==> src/rtl/intr_source_pkg.sv <==
// Shared definitions for the threshold interrupt source: FSM state encoding and
// default counter widths.
package intr_source_pkg;

  localparam int unsigned DEF_CNT_W = 16;
  localparam int unsigned DEF_OVF_W = 8;

  typedef enum logic [1:0] {
    IDLE  = 2'd0,
    COUNT = 2'd1,
    PEND  = 2'd2
  } intr_state_e;

endpackage

==> src/rtl/intr_source.sv <==
// Counts events and raises a level interrupt every max(thresh,1) events; hits
// while an interrupt is still pending are tallied in a saturating overflow counter.
module intr_source
  import intr_source_pkg::*;
#(
  parameter int unsigned CNT_W = DEF_CNT_W,
  parameter int unsigned OVF_W = DEF_OVF_W
) (
  input  logic             clk,
  input  logic             rst,
  input  logic             en,
  input  logic [CNT_W-1:0] thresh,
  input  logic             event_in,
  input  logic             ack,
  output logic             intr,
  output logic [CNT_W-1:0] evt_cnt,
  output logic [OVF_W-1:0] ovf_cnt
);

  logic [1:0]       state_q, state_d;
  logic             intr_q, intr_d;
  logic [CNT_W-1:0] evt_cnt_q, evt_cnt_d;
  logic [OVF_W-1:0] ovf_cnt_q, ovf_cnt_d;

  logic [CNT_W-1:0] thresh_eff;
  logic [CNT_W:0]   cnt_inc;
  logic             hit;

  // One extra bit on the compare so an all-ones count always hits instead of wrapping.
  always_comb begin
    thresh_eff = (thresh == '0) ? {{(CNT_W-1){1'b0}}, 1'b1} : thresh;
    cnt_inc    = {1'b0, evt_cnt_q} + {{CNT_W{1'b0}}, 1'b1};
    hit        = event_in && (cnt_inc >= {1'b0, thresh_eff});
  end

  always_comb begin
    state_d   = state_q;
    intr_d    = intr_q;
    evt_cnt_d = evt_cnt_q;
    ovf_cnt_d = ovf_cnt_q;
    case (state_q)
      COUNT, PEND: begin
        if (!en) begin
          state_d   = IDLE;
          intr_d    = 1'b0;
          evt_cnt_d = '0;
        end else begin
          if (hit) begin
            evt_cnt_d = '0;
          end else if (event_in) begin
            evt_cnt_d = evt_cnt_q + 1'b1;
          end
          if (state_q == COUNT) begin
            if (hit) begin
              state_d = PEND;
              intr_d  = 1'b1;
            end
          end else if (ack) begin
            // A hit coinciding with ack re-arms a fresh interrupt.
            ovf_cnt_d = '0;
            state_d   = hit ? PEND : COUNT;
            intr_d    = hit;
          end else if (hit && (ovf_cnt_q != '1)) begin
            ovf_cnt_d = ovf_cnt_q + 1'b1;
          end
        end
      end
      default: begin
        intr_d    = 1'b0;
        evt_cnt_d = '0;
        state_d   = en ? COUNT : IDLE;
      end
    endcase
  end

  always_ff @(posedge clk) begin
    if (rst) begin
      state_q   <= IDLE;
      intr_q    <= 1'b0;
      evt_cnt_q <= '0;
      ovf_cnt_q <= '0;
    end else begin
      state_q   <= state_d;
      intr_q    <= intr_d;
      evt_cnt_q <= evt_cnt_d;
      ovf_cnt_q <= ovf_cnt_d;
    end
  end

  assign intr    = intr_q;
  assign evt_cnt = evt_cnt_q;
  assign ovf_cnt = ovf_cnt_q;

endmodule

==> config.mk <==
export PLATFORM = sky130hd
export DESIGN_NAME = intr_source
export DESIGN_NICKNAME = d
export VERILOG_FILES = /design/src/rtl/intr_source_pkg.sv /design/src/rtl/intr_source.sv
export SDC_FILE = /design/constraint.sdc
export NUM_CORES = 1
export LEC_CHECK = 0
export ABC_AREA = 0
export ABC_CLOCK_PERIOD_IN_PS = 3400
export BUFFER_PORTS_ARGS = -buffer_cell sky130_fd_sc_hd__buf_2
export CAP_MARGIN = 5
export CORE_MARGIN = 1
export CORE_UTILIZATION = 40
export CTS_CLUSTER_SIZE = 14
export DETAILED_ROUTE_END_ITERATION = 6
export PLACE_DENSITY = 0.62
export SYNTH_ARGS = -nofsm -noshare
export SYNTH_HDL_FRONTEND = slang
export SYNTH_SLANG_ARGS = --single-unit
==> constraint.sdc <==
create_clock -name clk -period 3.4 [get_ports clk]
set_input_delay 0.51 -clock clk [delete_from_list [all_inputs] [get_ports clk]]
set_output_delay 0.51 -clock clk [all_outputs]
set_load 0.02 [all_outputs]
* Word level (Yosys, flattened, before mapping)
Cells that the tools add are included.
** Word-level totals
- Bits in registers :: 27
- Input port bits :: 21
- Output and inout bits :: 25
- Logic and storage cells :: 41
** Operators by class
- Add/sub/neg operators :: 3
- $lt $le $gt $ge :: 1
- Equality and inequality tests :: 6
- Mux-type cells :: 13
- Bitwise logic cells :: 3
- Reductions and logical operators :: 11
** Operators with widths (number)
- adder 16 x 1 -> 17 bit (second input constant) :: 1
- greater-or-equal comparator 17 x 16 -> 1 bit :: 1
- adder 16 x 1 -> 16 bit (second input constant) :: 1
- logical NOT 16 bit :: 1
- 2-to-1 mux 16 bit :: 1
- 2-to-1 mux 8 bit :: 2
- 2-to-1 mux 2 bit :: 6
- adder 8 x 1 -> 8 bit (second input constant) :: 1
- != test 4 bit (second input constant) :: 2
- != test 8 bit (second input constant) :: 1
- 2-to-1 mux 1 bit :: 4
- AND reduction 2 bit :: 2
- AND reduction 4 bit :: 1
- nonzero test 2 bit :: 2
- OR reduction 4 bit :: 1
- inverter 1 bit :: 3
- OR reduction 3 bit :: 1
- == test 2 x 1 -> 1 bit (second input constant) :: 1
- == test 2 bit (second input constant) :: 1
- logical AND 1 bit :: 2
- != test 2 bit (second input constant) :: 1
- OR reduction 2 bit :: 1

* Logic depth before layout (Yosys ltp)
- Depth in word-level cells :: 9
- Gate-level depth with buffers :: 15
- Gate-level depth less buffers :: 11

* Worst setup path before layout
Ideal clock, no wire load.
- Path type :: reg2reg
- Start :: reg evt_cnt_q[0], in the netlist evt_cnt[0]
- End :: reg ovf_cnt_q[7], in the netlist ovf_cnt[7]
- Data arrival time :: 3.431 ns
- Data required time :: 3.326 ns
- Setup slack :: -0.105 ns
- Stages on the path, launching flop included :: 13
- Clock period less this slack :: 3.505 ns
- Cells stage by stage :: dfxtp_1 ha_1 and3_1 buf_1 nand4_1 xnor2_1 ha_1 a21o_1 a221o_1 a221oi_1 o211ai_2 a311o_1 a31oi_1
** Between the ends
- Cells in the longest elaborated chain, start to end :: 6
** RTL lines
- start: declaration :: line intr_source.sv:22 : logic [CNT_W-1:0] evt_cnt_q, evt_cnt_d;
- start signal: assignment :: line intr_source.sv:85 : evt_cnt_q <= evt_cnt_d;
- adder 16 x 1 -> 17 bit :: line intr_source.sv:32 : cnt_inc = {1'b0, evt_cnt_q} + {{CNT_W{1'b0}}, 1'b1};
- named net cnt_inc[10] :: line intr_source.sv:26 : logic [CNT_W:0] cnt_inc;
- greater-or-equal comparator 17 x 16 -> 1 bit :: line intr_source.sv:33 : hit = event_in && (cnt_inc >= {1'b0, thresh_eff});
- logical AND 1 bit :: line intr_source.sv:33
- logical AND 1 bit :: line intr_source.sv:63 : end else if (hit && (ovf_cnt_q != '1)) begin
- nonzero test 2 bit (no line)
- AND reduction 4 bit (no line)
- end signal: assignment :: line intr_source.sv:86 : ovf_cnt_q <= ovf_cnt_d;
- end: declaration :: line intr_source.sv:23 : logic [OVF_W-1:0] ovf_cnt_q, ovf_cnt_d;
The timed path passes the listed nets, and every way through them passes these cells.
A chain may end at the register's enable or synchronous reset.

* Final worst setup path
- Start :: reg evt_cnt_q[7], in the netlist evt_cnt[7]
- End :: reg ovf_cnt_q[4], in the netlist ovf_cnt[4]
Same word-level chain as after synthesis.

==> key figures <==
STA
  – Hold Vio Cnt, Final: 0
  – Clock Skew: 0.0116 ns
  – Final period utilization: 92.9%
  – Worst slew margin: 62.1%
  – Setup violators final: 0
  – WHS: 0.500 ns
  – Pins Over Slew Limit: 0
  – Fmax: approximately 0.32 GHz
  – Minimum clock period: 3.16 ns
  – Worst-Margin Slew: between 0.5 and 0.6 ns

Cells and area
  – Area Overhead vs Synth: 21.3%
  – NumNets Final: 360
  – Antenna diodes: 0
  – Fillers: 561
  – Layout cells sized above 1: 23.3%

Global route
  – Initial antenna violation count: 0
  – Total grt overflow: 0
  – Total GRT Usage: 19.4%
  – Grt met2 use: 35.5%
  – Met3 Use GR: 2.14%
  – Largest net degree at the start of global routing: 23
  – Vias in the first global route: 1981
  – First-pass GRT wire length: 8.58 mm
  – GR Layer Usage met1: 24.1%
  – Layer carrying the most global-route usage: met2

Synthesis
  – Post-Syn Area: approximately 2100 um2
  – Prevailing post-synth register cell: dfxtp_1
  – Netlist cell types: 53
  – Syn avg cell area: 8.06 um2
  – Synthesized net count: between 300 and 400
  – EDFF count, synth: 0
  – Warnings from Yosys: 0
  – Post-Syn Instances: 265
  – Post-synth ARST share: 0%
  – Register area share after synthesis: approximately a quarter
  – Post-synthesis register bit count: 27

Pwr
  – Int Pwr: 0.000425 W
  – Power density over the cells: roughly 220 nW/um2
  – Clock power frac: ~33%
  – Switching power share of the total: 25.0%
  – Net switching power: 0.000142 W
  – Comb pwr share: 11.2%
  – Leak: 1.17 nW
  – Worst VDD drop: 0.000118 V
  – Sequential fraction of design power: 56.2%
  – Final Power: 0.000566 W

Floorplanning
  – Die extent in x: 75.1 um
  – Initial core utilization: 41.6%
  – # IOs: 46
  – Die H: 75.1 um
  – Core ar.: just over 5000 um2
  – Row cnt: 26
  – DIE AREA: 5640 um2

Detailed routing
  – WL per Instance: 13.3 um
  – 1st-iter DRT viols: 86
  – Overall routed net length: about 5 mm
  – TritonRoute pass-1 iters: 4
  – Post-detailed-route DRC marker count: 0
  – Vias/cell: 5.37
  – Post-route ant nets: 0
  – Vias: 2079

Setup path
  – CP Launch Type: flip-flop
  – Crit-path most repeated cell: and4_1
  – Worst Path Required: 3.61 ns
  – WP data arrival: 3.37 ns
  – CP delay by family, top: simple AND/OR/NAND/NOR gates
  – Critical path's slowest cell: or4_1
  – CP max stage delay: 0.52 ns
  – CP Cell Sequence: and4_1 -> and4_1 -> and4_2 -> nand3_1 -> xnor2_1 -> ha_1 -> and3_1 -> nand4_1 -> o211a_4 -> or4_1 -> a31oi_1
  – Critical path peak fanout: 9
  – CP Class: reg2reg
  – Bufs and invs on worst path: 0
  – CP endpoint kind: flip-flop

CTS
  – Clock transition at the registers of the reported paths: 0.10 ns
  – Clk sinks: 27
  – Hold-fix buffers at CTS: 0
  – Num CTS Buffers: 3
  – Clk root buf: clkbuf_8
  – Clock latency on the worst-skew pair: 0.27 ns
  – Clk buf depth: 2
  – H-tree lvl count: 1
  – CTS tree: yes

Min path
  – Hold crit path type: in2reg

Flow run
  – Max_cap viols: 0

Placed design
  – Dpl hpwl: 3.96 mm
  – Routability congestion estimate: 0.769
  – IO buf count: 45

Status
  – Status: complete, no violations
## timing repair
action | 4_1_cts | 5_1_grt
gates resized for setup | 0 | 5
endpoints found under the setup margin | 0 | 24
buffers inserted | 0 | 3
hold endpoints to repair | 0 | 0
## per-stage QoR
step           TNS (ns)  cell area [um2]  util [%]  setup slack (ns)  instances
3_5_place_dp          0             2490      48.5             0.113        380
6_report              0             2590      50.4             0.241        387
2_1_floorplan    -0.147             2140         -           -0.0137        265
3_3_place_gp          0             2490      48.5             0.235        380
5_1_grt        -0.00471             2590      50.4          -0.00471        387
4_1_cts               0             2540      49.4            0.0860        384
## cells in the final DEF, fill, tap and decap left out, types with 6 or more instances in the layout
cell type	n
nand3_1	18
and4_1	6
xor2_1	14
buf_2	45
nor2_1	24
dfxtp_1	27
and3_1	6
buf_4	16
nand4_1	10
xnor2_1	15
ha_1	21
inv_1	21
a31oi_1	6
nand2_1	15
## worst reg2reg max path: stages (launching register included)
cell and delay, ns:
dfxtp_1 0.34, and4_1 0.21, and4_1 0.24, and4_2 0.28, nand3_1 0.10, xnor2_1 0.15, ha_1 0.34, and3_1 0.24
nand4_1 0.15, o211a_4 0.33, or4_1 0.52, a31oi_1 0.19
## cell families after synthesis
logic type,Yosys count,share of synthesized area [%]
and+or+nand+nor,113,29.3
AOI/OAI and AO/OA,40,14.1
buffers and inverters,34,6.62
xor gates and xnor gates,29,11.9
DFF,27,25.3
adders and majority gates,21,12.3
muxes,1,0.468
## flip-flops by register name (all words and copies together), names as in the netlist
name,flops
intr,1
state_q,2
evt_cnt,16
ovf_cnt,8
## cell type report
type	count	area (um2)	share of cell area, %
repair buffers	61	345	13.3
multi-input cells	204	1490	57.5
inverters	21	78.8	3.04
clock inverters	1	7.51	0.290
flip-flops and latches	27	541	20.8
well taps	70	87.6	3.38
clock buffers	3	41.3	1.59
## worst paths after layout
check        startpoint    endpoint  slack [ns]  cells after the start
min reg2reg  state_q[1]  state_q[1]        0.51                      2
min                 rst  ovf_cnt[0]        0.50                      2
max          evt_cnt[7]  ovf_cnt[4]        0.24                     11
max reg2reg  evt_cnt[7]  ovf_cnt[4]        0.24                     11
## cell usage after synthesis (3+ instances only)
| master | n | share of area (%) |
|---|---|---|
| nand2b_1 | 3 | 0.88 |
| nor2b_1 | 4 | 1.2 |
| a21oi_1 | 3 | 0.70 |
| nor3b_1 | 3 | 1.1 |
| inv_1 | 21 | 3.7 |
| a211oi_1 | 3 | 1.1 |
| xor2_1 | 14 | 5.7 |
| nand2_1 | 15 | 2.6 |
| clkbuf_1 | 7 | 1.2 |
| o21ai_0 | 4 | 0.94 |
| nor3_1 | 5 | 1.2 |
| nor2_1 | 24 | 4.2 |
| xnor2_1 | 15 | 6.1 |
| dfxtp_1 | 27 | 25 |
| and3_1 | 7 | 2.0 |
| nand4_1 | 10 | 2.9 |
| nand3_1 | 18 | 4.2 |
| and4_1 | 7 | 2.9 |
| ha_1 | 21 | 12 |
| a31oi_1 | 6 | 1.8 |
| nor4_1 | 5 | 1.5 |
## power groups by stage
stage	combinational [W]	clock [W]	sequential [W]
after floorplan	0.0000370	0	0.000326
after global placement	0.0000618	0	0.000326
after detailed placement	0.0000626	0	0.000326
after CTS	0.0000631	0.000196	0.000318
after global routing	0.0000728	0.000211	0.000319
final	0.0000634	0.000185	0.000318
## routing by layer
layer	share of wire [%]	routed length, um
met2	48	2450
met4	0.70	36
met3	4.2	216
met1	47	2440
met5	0	0
(Power assumes the default switching activity.)
